`src/rtl/channel_slot_accumulator.sv`:
```
`default_nettype none
// ============================================================================
// Module   : channel_slot_accumulator
// Purpose  : Pipelined read-modify-write accumulator in front of a dual-port
//            channel slot RAM (2-cycle read latency, old data on same-address
//            read-during-write). Each accepted signed sample is added into its
//            slot word. A dump request adds the sample, emits the total and
//            clears the slot. After reset every slot is swept to zero before
//            samples are accepted.
// Ports    : clock, reset          - rising-edge clock, sync active-high reset
//            in_valid/in_ready     - sample handshake (no backpressure in RUN)
//            in_slot/in_data/in_dump - target slot, signed sample, dump flag
//            mem_rdaddress         - RAM read address
//            mem_wraddress/mem_wren/mem_data - RAM write port
//            mem_q                 - RAM read data
//            dump_valid/dump_slot/dump_value - one-cycle dump result
//            init_done             - zeroing sweep complete
// Options  : define CHANNEL_SLOT_ACC_SATURATE_EN to clamp sums on overflow
//            instead of wrapping.
// Revision : 1.0 - initial release
// ============================================================================
module channel_slot_accumulator #(
   parameter int NUM_SLOTS  = 16,
   parameter int ADDR_WIDTH = 4,
   parameter int IN_WIDTH   = 8,
   parameter int ACC_WIDTH  = 24
) (
   input  logic                  clock,
   input  logic                  reset,
   input  logic                  in_valid,
   output logic                  in_ready,
   input  logic [ADDR_WIDTH-1:0] in_slot,
   input  logic [IN_WIDTH-1:0]   in_data,
   input  logic                  in_dump,
   output logic [ADDR_WIDTH-1:0] mem_rdaddress,
   output logic [ADDR_WIDTH-1:0] mem_wraddress,
   output logic                  mem_wren,
   output logic [ACC_WIDTH-1:0]  mem_data,
   input  logic [ACC_WIDTH-1:0]  mem_q,
   output logic                  dump_valid,
   output logic [ADDR_WIDTH-1:0] dump_slot,
   output logic [ACC_WIDTH-1:0]  dump_value,
   output logic                  init_done
);

   localparam logic [ADDR_WIDTH-1:0] LAST_SLOT  = ADDR_WIDTH'(NUM_SLOTS - 1);
   // One extra bit so NUM_SLOTS == 2**ADDR_WIDTH still compares correctly.
   localparam logic [ADDR_WIDTH:0]   SLOT_LIMIT = (ADDR_WIDTH + 1)'(NUM_SLOTS);

   typedef enum logic [0:0] {
      INIT = 1'b0,
      RUN  = 1'b1
   } state_t;

   state_t                state, state_nxt;
   logic [ADDR_WIDTH-1:0] sweep_cnt, sweep_cnt_nxt;

   // ------------------------------------------------------------------
   // S0: accept and issue the read
   // ------------------------------------------------------------------
   logic                  slot_ok;
   logic                  accept;
   logic [ADDR_WIDTH-1:0] rd_hold;

   assign slot_ok = ({1'b0, in_slot} < SLOT_LIMIT);
   // Gating with reset keeps a sample from entering a pipeline that is
   // being flushed in the same cycle.
   assign accept  = in_valid & in_ready & slot_ok & ~reset;

   assign mem_rdaddress = accept ? in_slot : rd_hold;

   // Pipeline registers
   logic                  s1_valid, s2_valid;
   logic [ADDR_WIDTH-1:0] s1_slot,  s2_slot;
   logic [IN_WIDTH-1:0]   s1_data,  s2_data;
   logic                  s1_dump,  s2_dump;

   // Forwarding history: f1 = write made last cycle, f2 = two cycles ago
   logic                  f1_valid, f2_valid;
   logic [ADDR_WIDTH-1:0] f1_slot,  f2_slot;
   logic [ACC_WIDTH-1:0]  f1_value, f2_value;

   // ------------------------------------------------------------------
   // S2: add
   // ------------------------------------------------------------------
   logic [ACC_WIDTH-1:0] base;
   logic [ACC_WIDTH-1:0] s2_ext;
   logic [ACC_WIDTH-1:0] sum;
   logic [ACC_WIDTH-1:0] wr_value;
   logic                 pipe_wr;

   // Most recent write wins; the RAM cannot yet reflect either of them.
   always_comb begin
      base = mem_q;
      if (f1_valid && (f1_slot == s2_slot)) begin
         base = f1_value;
      end else if (f2_valid && (f2_slot == s2_slot)) begin
         base = f2_value;
      end
   end

   assign s2_ext = {{(ACC_WIDTH - IN_WIDTH){s2_data[IN_WIDTH-1]}}, s2_data};

`ifdef CHANNEL_SLOT_ACC_SATURATE_EN
   localparam logic [ACC_WIDTH-1:0] ACC_MAX = {1'b0, {(ACC_WIDTH - 1){1'b1}}};
   localparam logic [ACC_WIDTH-1:0] ACC_MIN = {1'b1, {(ACC_WIDTH - 1){1'b0}}};
   logic [ACC_WIDTH:0] wide;
   logic               overflow;

   assign wide     = {base[ACC_WIDTH-1], base} + {s2_ext[ACC_WIDTH-1], s2_ext};
   // Sign of the extended result disagreeing with the truncated sign means
   // the true sum does not fit; the extended sign gives the direction.
   assign overflow = wide[ACC_WIDTH] ^ wide[ACC_WIDTH-1];
   assign sum      = overflow ? (wide[ACC_WIDTH] ? ACC_MIN : ACC_MAX)
                              : wide[ACC_WIDTH-1:0];
`else
   assign sum = base + s2_ext;
`endif

   assign wr_value = s2_dump ? '0 : sum;
   assign pipe_wr  = (state == RUN) & s2_valid & ~reset;

   // ------------------------------------------------------------------
   // FSM next state and memory write port
   // ------------------------------------------------------------------
   always_comb begin
      state_nxt     = state;
      sweep_cnt_nxt = sweep_cnt;
      mem_wren      = 1'b0;
      mem_wraddress = s2_slot;
      mem_data      = '0;
      case (state)
         INIT: begin
            mem_wren      = ~reset;
            mem_wraddress = sweep_cnt;
            sweep_cnt_nxt = sweep_cnt + 1'b1;
            if (sweep_cnt == LAST_SLOT) begin
               state_nxt     = RUN;
               sweep_cnt_nxt = '0;
            end
         end
         RUN: begin
            mem_wren = pipe_wr;
            mem_data = s2_valid ? wr_value : '0;
         end
         default: begin
            state_nxt = INIT;
         end
      endcase
   end

   always_ff @(posedge clock) begin
      if (reset) begin
         state     <= INIT;
         sweep_cnt <= '0;
         in_ready  <= 1'b0;
         init_done <= 1'b0;
      end else begin
         state     <= state_nxt;
         sweep_cnt <= sweep_cnt_nxt;
         in_ready  <= (state_nxt == RUN);
         init_done <= (state_nxt == RUN);
      end
   end

   // ------------------------------------------------------------------
   // Pipeline, forwarding history and dump output
   // ------------------------------------------------------------------
   always_ff @(posedge clock) begin
      if (reset) begin
         rd_hold    <= '0;
         s1_valid   <= 1'b0;
         s1_slot    <= '0;
         s1_data    <= '0;
         s1_dump    <= 1'b0;
         s2_valid   <= 1'b0;
         s2_slot    <= '0;
         s2_data    <= '0;
         s2_dump    <= 1'b0;
         f1_valid   <= 1'b0;
         f1_slot    <= '0;
         f1_value   <= '0;
         f2_valid   <= 1'b0;
         f2_slot    <= '0;
         f2_value   <= '0;
         dump_valid <= 1'b0;
         dump_slot  <= '0;
         dump_value <= '0;
      end else begin
         if (accept) begin
            rd_hold <= in_slot;
         end
         s1_valid <= accept;
         s1_slot  <= in_slot;
         s1_data  <= in_data;
         s1_dump  <= in_dump;
         s2_valid <= s1_valid;
         s2_slot  <= s1_slot;
         s2_data  <= s1_data;
         s2_dump  <= s1_dump;

         f1_valid <= pipe_wr;
         f1_slot  <= s2_slot;
         f1_value <= wr_value;
         f2_valid <= f1_valid;
         f2_slot  <= f1_slot;
         f2_value <= f1_value;

         dump_valid <= pipe_wr & s2_dump;
         if (pipe_wr && s2_dump) begin
            dump_slot  <= s2_slot;
            dump_value <= sum;
         end
      end
   end

endmodule
`default_nettype wire

```
`config.mk`:
```
export PLATFORM = sky130hd
export DESIGN_NAME = channel_slot_accumulator
export DESIGN_NICKNAME = d
export VERILOG_FILES = /design/src/rtl/channel_slot_accumulator.sv
export SDC_FILE = /design/constraint.sdc
export NUM_CORES = 1
export LEC_CHECK = 0
export CORE_MARGIN = 5
export CORE_UTILIZATION = 35
export DETAILED_ROUTE_END_ITERATION = 10
export PLACE_DENSITY = 0.6
export SETUP_SLACK_MARGIN = 0.1
export SYNTH_ARGS = -nofsm -noshare
export SYNTH_HDL_FRONTEND = slang
export SYNTH_SLANG_ARGS = --single-unit
```
`constraint.sdc`:
```
create_clock -name clock -period 5.2 [get_ports clock]
set_input_delay 1.56 -clock clock [delete_from_list [all_inputs] [get_ports clock]]
set_output_delay 1.56 -clock clock [all_outputs]
set_load 0.02 [all_outputs]
```
* After elaboration in Yosys (flattened, before gate mapping) *
Cells that the tools add are included.

word-level totals
  bits of input ports = 40
  register bits after elaboration = 124
  word-level logic and storage cells = 46
  output and inout port bits = 64

operators by class
  bitwise operators = 7
  $add $sub $neg = 2
  reductions and logical operators = 3
  mux-type cells = 11
  equality and inequality tests = 3

operators by type and width
  kind                                          number
  two-way mux 24 bit                            5
  adder 24 bit                                  1
  two-way mux 4 bit                             3
  == test 4 bit                                 2
  bitwise AND 1 bit                             5
  adder 4 x 1 -> 4 bit (second input constant)  1
  == test 4 bit (second input constant)         1
  logical AND 1 bit                             3
  two-way mux 1 bit                             2
  inverter 1 bit                                2
  one-hot mux 1 bit (2 select lines)            1

* Depth between registers and ports, before layout *
Gate-level depths: netlist of run 1.

  depth after elaboration = 8
  gate-level depth with buffers = 16
  mapped depth without buffers = 14

* Worst setup path before layout of run 1 *
OpenSTA, ideal clock, no wires.

  kind = input to output
  from = input mem_q[0]
  to = output mem_data[22]
  arrival time = 3.852 ns
  required time = 3.640 ns
  path buffers = 0
  setup slack = -0.212 ns
  stages = 11
  cell sequence = mux2i_1 o21ai_0 ha_1 fa_1 a21o_1 a21oi_2 nor4_2 o21ai_0 a211oi_1 o21a_1 nor3_1

between the ends
  longest elaborated chain between the ends = 6

RTL lines
  element             line  text
  start: declaration  39    input logic [ACC_WIDTH-1:0] mem_q,
  two-way mux 24 bit  97    end else if (f2_valid && (f2_slot == s2_slot)) begin
  two-way mux 24 bit  95    if (f1_valid && (f1_slot == s2_slot)) begin
  adder 24 bit        117   assign sum = base + s2_ext;
  two-way mux 24 bit  120   assign wr_value = s2_dump ? '0 : sum;
  two-way mux 24 bit  144   mem_data = s2_valid ? wr_value : '0;
  two-way mux 24 bit  132   case (state)
  end: declaration    38    output logic [ACC_WIDTH-1:0] mem_data,

No other way between the ends.

* Worst setup path after layout of run 1 *
Same ends and word-level chain as after synthesis.

==> impl_metrics.csv, run 1 <==
group,metric,value,unit
setup_path,critical_path_class,"input port to primary output",
placed_design,placed_area,7690,um2
sta,fin_skew,0.00647,ns
pwr,power_frac_comb,17.4,%
sta,rsz0062_at_grt,"true",
routing,routed_wirelength,16.2,mm
synth,yosysTopAreaCellShare,43.2,%
routing,drt_iter0_markers,208,
synth,ys_async_sr_fraction,0,%
setup_path,critical_path.cell_chain,"buf_6 -> mux2i_1 -> o21ai_1 -> ha_2 -> fa_2 -> a21o_1 -> a21oi_4 -> nor4_4 -> o21ai_4 -> buf_4 -> a211oi_4 -> o21a_1 -> nor3_2 -> buf_4",
clock_tree,postCtsHoldBufs,0,
clock_tree,cts_sinks,124,
hold_path,hp-start,"s1_slot[1]$_SDFF_PP0_",
die,die_h,138,um
sta,drv_slew,0,
setup_path,timing.rr.end,"dump_value[17]$_SDFFE_PP0P_",
final_layout,drive_gt1_share,35.3,%
setup_path,reg2reg_depth,17,
setup_path,cp.arrival,3.81,ns
pwr,power.switching,676,uW
synth,syn_inst,632,
routing,viasPerCell,4.77,
hold_path,min_path_type,"register to register",
global_route,grt_pass1_wl,26.4,mm
routing,drc_errors,0,
setup_path,reg2reg_from,"s2_slot[3]$_SDFF_PP0_",
pwr,power.total,2.58,mW
placed_design,place.port_buffers,103,
die,io_pins,104,
placed_design,dpl.hpwl,10.9,mm
sta,worst_pin_slew,0.975,ns
synth,synth_edf_count,0,
clock_tree,clk_latency,0.42,ns
routing,wl_met3,596,um
setup_path,end_kind,"primary output",
final_layout,fin_nets,924,
run,max-cap-violations,0,
global_route,grt_use_total,16.7,%
routing,ant_nets,0,
synth,ys_ff_latch,124,
hold_path,whs_endpoint,"s2_slot[1]$_SDFF_PP0_",
setup_path,crit_buf_inv,3,
routing,dr.pass1.iters,4,
pwr,p_leak,3.86,nW
synth,synth_top_area_cell,"dfxtp_1",
synth,yosysMostFrequentCell,"dfxtp_1",
pwr,vdd_drop_max,0.226,mV
pwr,seqPwrFrac,39.2,%
setup_path,cp_max_fo,3,
routing,vias,5176,
sta,clock.fmax,186,MHz
synth,ys_top_cells_by_area,"dfxtp_1 43%, nor2b_1 7.2%, ha_1 5.7%, o21ai_0 4.3%, mux2i_1 4.2%",
routing,top_layer_used,"met4",
synth,synth_fp_nets,699,
clock_tree,clock-root-buffer,"clkbuf_16",
pwr,powerDensity,285,nW/um2
sta,setup_violations,14,
setup_path,crit_path_top_delay_cell,"fa_2",
clock_tree,htree_levels,4,
global_route,grt-ovfl-total,0,
synth,syn-cell-area,5750,um2
setup_path,critPathTopFamily,"compound AO/OA/AOI/OAI gates",
die,row_count,46,
final_layout,diodes,0,
setup_path,critPathLaunchType,"input port",
synth,avgSynthCellArea,9.09,um2
sta,finalWorstSetupSlack,-0.167,ns
hold_path,hold_depth,1,
outcome,violations,"negative setup slack",
pwr,swShare,26.2,%
setup_path,cpPeakStageDelay,0.34,ns
sta,hold_viol,0,
synth,ys_seq_area_share,43.2,%
sta,relSlewSlack,35.0,%
setup_path,cp.required,3.64,ns
global_route,grt_max_degree,99,
pwr,clkPwrFrac,43.4,%
die,initial_utilization,35.9,%
die,dieArea,19100,um2
synth,yosys_warnings,0,
sta,min_period,5.37,ns
global_route,grt_pass1_vias,5276,
synth,synthFlopType,"dfxtp_1",
routing,dr_wl_met2,8.12,mm
pwr,intPower,1.90,mW
final_layout,fin_area,9060,um2
final_layout,area_delta_synth_final,57.6,%
clock_tree,numCtsBuffers,17,
clock_tree,cts.path.max_buffers,2,
die,coreArea,16000,um2
placed_design,place_congestion,0.847,
global_route,antenna_found_initial,0,
outcome,status,"complete, but fails checks",
clock_tree,clk_pin_slew,0.06,ns
routing,wl_per_cell,14.9,um
synth,synthDistinctLibCells,59,
setup_path,cp_common_cell,"buf_4",
routing,met1_length,7.33,mm
die,fp.dieW,138,um
clock_tree,cts_tree,"yes",
sta,finalCritPeriodShare,103,%
setup_path,r2r_setup_slack,1.80,ns
synth,synth_commonest_cells,"124 x dfxtp_1, 66 x nor2b_1, 63 x nand2_1",
==> placed cells by master, fill, tap and decap left out, types with 19 or more instances in the layout <==
cell               n
dfxtp_1          123
nand2_1           56
mux2i_1           24
clkdlybuf4s50_1   58
buf_4            140
nor2b_1           66
buf_6             23
o21ai_1           23
o21ai_0           23
ha_1              19
nand3b_1          27
nor2_1            51
==> metrics by stage <==
stage | setup slack, ns | TNS, ns | util (%) | std cells | hold WS, ns
floorplan | 0.0802 | 0 | - | 632 | 0.414
global placement | -1.01 | -17.25 | 48.1 | 1018 | 0.417
detailed placement | -1.10 | -18.51 | 48.1 | 1018 | 0.420
CTS | -0.310 | -2.46 | 54.8 | 1073 | 0.435
global route | -0.297 | -3.36 | 56.6 | 1086 | 0.445
finish | -0.167 | -1.26 | 56.6 | 1086 | 0.435
==> worst max path at each step <==
stage / startpoint / cells past startpoint / to
2_1_floorplan: mem_q[0] / 11 / mem_data[18]
3_3_place_gp: mem_q[6] / 13 / mem_data[21]
3_5_place_dp: mem_q[8] / 12 / mem_data[17]
4_1_cts: mem_q[0] / 13 / mem_data[18]
5_1_grt: mem_q[0] / 14 / mem_data[20]
6_report: mem_q[0] / 14 / mem_data[22]
==> power groups by stage <==
stage | Clock, mW | Combinational (mW) | Sequential (mW)
global route | 1.20 | 0.483 | 1.02
global placement | 0 | 0.338 | 1.03
detailed placement | 0 | 0.343 | 1.03
CTS | 1.15 | 0.410 | 1.01
finish | 1.12 | 0.448 | 1.01
floorplan | 0 | 0.181 | 1.03
==> cell families (layout without fill, tap and decap cells) <==
group	after synthesis	in the layout	synth area share (%)
and+or+nand+nor	251	251	22.6
muxes	27	27	4.77
adders and majority gates	27	27	6.01
xor gates and xnor gates	30	30	4.57
DFF	124	124	43.2
AOI/OAI and AO/OA	125	125	14.7
buffers and inverters	48	286	4.18
==> metal layers <==
layer	up-vias	GRT usage (%)
met5	-	0
met4	0	4.68
met3	14	4.45
met2	101	29.0
met1	2446	20.4
li1	2615	-
==> final cells by class <==
type                       count  area [um2]
tap                          216         270
clock buffer                  18         429
timing repair buffer         245        2090
inverter                       9        33.8
multi-input combinational    460        3620
sequential                   124        2480
clock inverter                14         138
fill                        1395        6940
==> what timing repair did <==
| item | 4_1_cts | 5_1_grt |
|---|---|---|
| pin swaps | 96 | 58 |
| setup endpoints to repair | 23 | 23 |
| resized for setup | 261 | 45 |
| setup buffers | 23 | 13 |
==> state kept, by name, summed over array words and instances (netlist names), 4 cells and up <==
register / count
s1_slot: 4
f2_slot: 4
dump_value: 24
sweep_cnt: 4
rd_hold: 4
f2_value: 24
s1_data: 8
f1_slot: 4
f1_value: 24
s2_slot: 4
s2_data: 8
dump_slot: 4
(Power assumes the default switching activity.)
==> run 2, diff against run 1 <==
--- a/config.mk
+++ b/config.mk
@@ -5,10 +5,11 @@
 export SDC_FILE = /design/constraint.sdc
 export NUM_CORES = 1
 export LEC_CHECK = 0
+export CAP_MARGIN = 40
 export CORE_MARGIN = 5
 export CORE_UTILIZATION = 35
 export DETAILED_ROUTE_END_ITERATION = 10
-export PLACE_DENSITY = 0.6
+export PLACE_DENSITY = 0.58
 export SETUP_SLACK_MARGIN = 0.1
 export SYNTH_ARGS = -nofsm -noshare
 export SYNTH_HDL_FRONTEND = slang
==> constraint.sdc (replaced) <==
create_clock -name clock -period 6.1 [get_ports clock]
set_input_delay 1.83 -clock clock [delete_from_list [all_inputs] [get_ports clock]]
set_output_delay 1.83 -clock clock [all_outputs]
set_load 0.02 [all_outputs]
==> run 2 against run 1 <==
  * The flow now finishes without violations
  * Sequential cell count unchanged
  * Via count decreased by 0.14%
  * Final cell count unchanged
  * Critical path depth unchanged
  * Register-to-register slack improved by 0.53 ns
  * Count of clock-buffer cells in the layout unchanged
  * Die area unchanged
  * Routed wire length decreased by 2.6%
  * Combinational power decreased by 20%
  * Worst setup slack improved by 0.29 ns
  * Critical path type unchanged
==> impl_metrics.csv, run 2 (synthesized netlist as in run 1, its figures left out) <==
group,metric,value,unit
sta,setup_violations,0,
routing,wl_per_cell,14.6,um
placed_design,placedCellCount,1014,
sta,fin_skew,0.0100,ns
placed_design,dpl.hpwl,11.2,mm
global_route,grt_pass1_vias,5330,
final_layout,seq_area,2480,um2
global_route,antenna_found_initial,0,
die,row_count,46,
sta,finalWorstSetupSlack,0.123,ns
final_layout,fin_nets,924,
global_route,use_met3,4.59,%
sta,rsz0062_at_grt,"true",
clock_tree,postCtsHoldBufs,0,
setup_path,critPathLaunchType,"input port",
final_layout,layout_common_cells,"140 x buf_4, 124 x dfxtp_1, 66 x nor2b_1",
setup_path,cp.required,4.27,ns
setup_path,critical_path_class,"input port to primary output",
placed_design,place.port_buffers,103,
final_layout,fin_area,8850,um2
clock_tree,cts.path.max_buffers,2,
final_layout,layoutNonFillerInstCount,1086,
sta,worst_pin_slew,0.955,ns
die,io_pins,104,
sta,fin_tns_setup,0,ns
placed_design,pre_cts_ws,-0.882,ns
outcome,status,"completed",
clock_tree,clk_latency,0.42,ns
die,dieArea,19100,um2
clock_tree,clk_pin_slew,0.06,ns
final_layout,fillers,1433,
routing,drc_errors,0,
routing,vias,5169,
pwr,powerDensity,251,nW/um2
global_route,grt_pass1_wl,26.3,mm
final_layout,reg.largest.list,"dump_value: 24 flops, f1_value: 24 flops, f2_value: 24 flops",
setup_path,cpPeakStageDelay,0.35,ns
placed_design,placed_area,7630,um2
routing,routed_wirelength,15.8,mm
global_route,grt-busiest-layer,"met2",
routing,drt_iter0_markers,174,
sta,clock.fmax,167,MHz
pwr,p_leak,3.81,nW
sta,hold_viol,0,
die,initial_utilization,35.9,%
routing,ant_nets,0,
global_route,grt_max_degree,60,
die,fp.dieW,138,um
setup_path,cp_common_cell,"buf_6",
setup_path,end_kind,"primary output",
setup_path,cp.arrival,4.15,ns
clock_tree,cts_sinks,124,
sta,drv_slew,0,
setup_path,crit_path_top_delay_cell,"fa_2",
final_layout,multi_input_area,3410,um2
final_layout,drive_gt1_share,31.8,%
final_layout,final_common_cell,"buf_4",
routing,viasPerCell,4.76,
hold_path,min_path_type,"register to register",
final_layout,diodes,0,
setup_path,critical_path.cell_chain,"buf_6 -> mux2i_1 -> o21ai_1 -> ha_2 -> fa_2 -> a21o_1 -> a21oi_4 -> nor4_4 -> o21ai_2 -> buf_6 -> a21oi_2 -> or3_4 -> and3b_1 -> buf_6",
die,die_h,138,um
sta,finalCritPeriodShare,98.0,%
global_route,grt-ovfl-total,0,
final_layout,final_core_util,55.3,%
placed_design,place_congestion,0.837,
final_layout,area_delta_synth_final,54.0,%
global_route,met1_usage,19.9,%
routing,dr.pass1.iters,4,
clock_tree,clock-root-buffer,"clkbuf_16",
run,max-cap-violations,0,
sta,holdWs,0.436,ns
global_route,grt_use_total,16.6,%
pwr,power.total,2.22,mW
global_route,grt_util_met2,28.4,%
die,coreArea,16000,um2
pwr,vdd_drop_max,0.197,mV
clock_tree,cts_tree,"yes",
setup_path,cp_max_fo,3,
clock_tree,htree_levels,4,
sta,min_period,5.98,ns
sta,relSlewSlack,36.3,%
clock_tree,numCtsBuffers,17,
-- run 2: layout make-up --
class / instances / share of cell area, %
clock buffer: 18 / 4.85
clock inverter: 14 / 1.80
inverter: 9 / 0.382
multi-input combinational: 460 / 38.5
sequential: 124 / 28.0
tap: 216 / 3.05
timing repair buffer: 245 / 23.4
-- run 2: path summary, 6_finish.rpt --
kind	start	endpoint	slack (ns)	depth (start not counted)
worst max-delay path	mem_q[0]	mem_data[18]	0.12	14
worst min-delay path	s1_data[5]$_SDFF_PP0_	s2_data[5]$_SDFF_PP0_	0.44	1
worst max register to register	s2_slot[2]$_SDFF_PP0_	dump_value[21]$_SDFFE_PP0P_	2.33	19
worst min register to register	s1_data[5]$_SDFF_PP0_	s2_data[5]$_SDFF_PP0_	0.44	1
-- run 2: routing by layer --
layer,vias up,routed length [um]
met1,2435,7130
met4,0,358
li1,2612,-
met2,97,7590
met5,-,0
met3,25,723
-- run 2: repair_timing --
action,CTS,global route
resized for setup,197,37
setup buffers,32,8
pin swaps,90,65
endpoints found under the setup margin,21,17
-- run 2: worst max-delay path: cells and delay by family --
family | cells | cell delay, ns
adders and majority gates | 2 | 0.54
muxes | 1 | 0.14
and+or+nand+nor | 3 | 0.60
buffers and inverters | 3 | 0.35
AOI/OAI and AO/OA | 5 | 0.69
-- run 2: power breakdown --
group          total, mW  internal (mW)  switching (mW)
logic              0.359          0.199           0.160
registers          0.866          0.847          0.0186
clock network      0.994          0.608           0.386
==> run 3, diff against run 2 <==
--- a/config.mk
+++ b/config.mk
@@ -7,9 +7,9 @@
 export LEC_CHECK = 0
 export CAP_MARGIN = 40
 export CORE_MARGIN = 5
-export CORE_UTILIZATION = 35
+export CORE_UTILIZATION = 53
 export DETAILED_ROUTE_END_ITERATION = 10
-export PLACE_DENSITY = 0.58
+export PLACE_DENSITY = 0.82
 export SETUP_SLACK_MARGIN = 0.1
 export SYNTH_ARGS = -nofsm -noshare
 export SYNTH_HDL_FRONTEND = slang
==> run 3 against run 2 <==
  * The run now ends with negative setup slack left
  * Worst hold slack got worse by 0.0018 ns
  * Routed wire length increased by 42%
  * Sequential cell count unchanged
  * Clock skew increased by 0.0010 ns
  * Global-route usage increased by 13 points
  * Count of clock-buffer cells in the layout decreased by 1
  * Core utilization increased by 28 points
  * Die area decreased by 32%
  * Fmax decreased by 3.5%
  * Register-to-register slack got worse by 0.31 ns
  * Critical path type unchanged
  * Critical endpoint is now mem_data[19]
==> impl_metrics.csv, run 3 (synthesized netlist as in run 1, its figures left out) <==
group,metric,value,unit
outcome,status,"complete, but fails checks",
outcome,violations,"negative setup slack",
run,max-cap-violations,0,
die,io_pins,104,
sta,finalWorstSetupSlack,-0.0955,ns
sta,rsz0062_at_grt,"true",
setup_path,critPathTopFamily,"compound AO/OA/AOI/OAI gates",
final_layout,layoutNonFillerInstCount,1008,
setup_path,crit_buf_inv,3,
setup_path,cp_common_cell,"buf_6",
die,die_h,114,um
die,initial_utilization,53.5,%
clock_tree,cts.path.max_buffers,2,
global_route,grt-ovfl-total,0,
routing,ant_nets,0,
sta,min_period,6.20,ns
pwr,power.total,2.23,mW
placed_design,dpl.hpwl,10.9,mm
sta,hold_viol,0,
pwr,powerDensity,249,nW/um2
setup_path,cp.arrival,4.37,ns
routing,vias,6026,
clock_tree,htree_levels,4,
final_layout,multi_input_area,3640,um2
routing,dr.pass1.iters,8,
die,fp.dieW,114,um
final_layout,final_common_cell,"buf_4",
final_layout,diodes,0,
die,coreArea,10700,um2
die,dieArea,13000,um2
clock_tree,clock-root-buffer,"clkbuf_8",
setup_path,cp.required,4.27,ns
clock_tree,numCtsBuffers,17,
global_route,grt_pass1_wl,30.1,mm
final_layout,seq_area,2480,um2
placed_design,pre_cts_ws,-0.813,ns
global_route,grt_max_degree,100,
sta,relSlewSlack,22.4,%
clock_tree,clk_pin_slew,0.06,ns
die,row_count,38,
routing,drc_errors,0,
final_layout,fin_area,8970,um2
placed_design,placed_area,7490,um2
setup_path,crit_path_top_delay_cell,"ha_2",
clock_tree,clk_latency,0.54,ns
placed_design,place.port_buffers,103,
global_route,grt_pass1_vias,6146,
final_layout,area_delta_synth_final,56.0,%
routing,drt_iter0_markers,472,
setup_path,critPathLaunchType,"input port",
clock_tree,cts_tree,"yes",
pwr,p_leak,3.86,nW
placed_design,place_congestion,0.918,
global_route,antenna_found_initial,0,
routing,wl_per_cell,22.2,um
hold_path,min_path_type,"register to register",
final_layout,drive_gt1_share,34.6,%
final_layout,fin_nets,922,
sta,clock.fmax,161,MHz
sta,setup_violations,2,
global_route,grt_use_total,29.3,%
setup_path,end_kind,"primary output",
sta,fin_skew,0.0110,ns
setup_path,cpPeakStageDelay,0.42,ns
placed_design,placedCellCount,934,
final_layout,reg.largest.list,"dump_value: 24 flops, f1_value: 24 flops, f2_value: 24 flops",
pwr,vdd_drop_max,0.205,mV
routing,routed_wirelength,22.4,mm
setup_path,critical_path_class,"input port to primary output",
sta,drv_slew,0,
routing,viasPerCell,5.98,
sta,finalCritPeriodShare,102,%
final_layout,fillers,550,
sta,holdWs,0.434,ns
final_layout,layout_common_cells,"136 x buf_4, 122 x dfxtp_1, 66 x nor2b_1",
clock_tree,cts_sinks,124,
sta,worst_pin_slew,1.16,ns
setup_path,cp_max_fo,3,
setup_path,critical_path.cell_chain,"dlygate4sd2_1 -> mux2i_1 -> o21ai_1 -> ha_2 -> nand2_4 -> o31ai_4 -> a221oi_4 -> buf_6 -> and2_2 -> a311o_2 -> nor2_4 -> buf_6",
-- run 3: where the power goes --
| group | internal, mW | total, mW | switching (mW) |
|---|---|---|---|
| registers | 0.847 | 0.871 | 0.0237 |
| clock network | 0.515 | 0.953 | 0.438 |
| logic | 0.205 | 0.406 | 0.201 |
-- run 3: area by class of cell --
cell class | instances | area share, %
inverter | 9 | 0.377
tap | 140 | 1.95
multi-input combinational | 460 | 40.6
sequential | 124 | 27.7
timing repair buffer | 243 | 23.3
clock buffer | 17 | 4.62
clock inverter | 15 | 1.45
-- run 3: what timing repair did --
item,4_1_cts,5_1_grt
resized for setup,177,105
setup buffers,27,16
gates cloned,0,0
setup endpoints to repair,21,19
pin swaps,85,85
hold buffers,0,0
-- run 3: worst reg2reg max path: stages, from the launching register on --
cell and delay, ns:
dfxtp_2 0.41, xnor2_1 0.14, nand3_1 0.18, nor2_2 0.25, buf_12 0.21, mux2i_4 0.25, o21ai_2 0.07, ha_2 0.19
fa_2 0.36, a21o_1 0.20, a21oi_4 0.20, nor4_4 0.06, buf_4 0.14, buf_6 0.12, o2111ai_4 0.19, nand3_2 0.15
xnor2_2 0.16, buf_4 0.13, buf_4 0.12, buf_4 0.12, buf_4 0.13, o21ai_0 0.18
-- run 3: final timing paths --
| check | from | end | slack, ns | cells past startpoint |
|---|---|---|---|---|
| worst max register to register | s2_slot[0]$_SDFF_PP0_ | dump_value[16]$_SDFFE_PP0P_ | 2.02 | 21 |
| worst min-delay path | s1_data[3]$_SDFF_PP0_ | s2_data[3]$_SDFF_PP0_ | 0.43 | 1 |
| worst min register to register | s1_data[3]$_SDFF_PP0_ | s2_data[3]$_SDFF_PP0_ | 0.43 | 1 |
| worst max-delay path | mem_q[3] | mem_data[19] | -0.1 | 12 |
-- run 3: layer usage --
| layer | global-route usage [%] | share of wire (%) |
|---|---|---|
| met5 | 0 | 0 |
| met4 | 16.5 | 7.9 |
| met3 | 6.34 | 8.2 |
| met2 | 52.3 | 48 |
| met1 | 32.0 | 36 |
-- run 3: per-stage QoR --
stage	setup TNS, ns	utilization (%)
finish	-0.137	83.5
CTS	0	79.1
detailed placement	-11.89	69.7
global route	-0.439	83.5
floorplan	0	-
global placement	-10.24	69.7
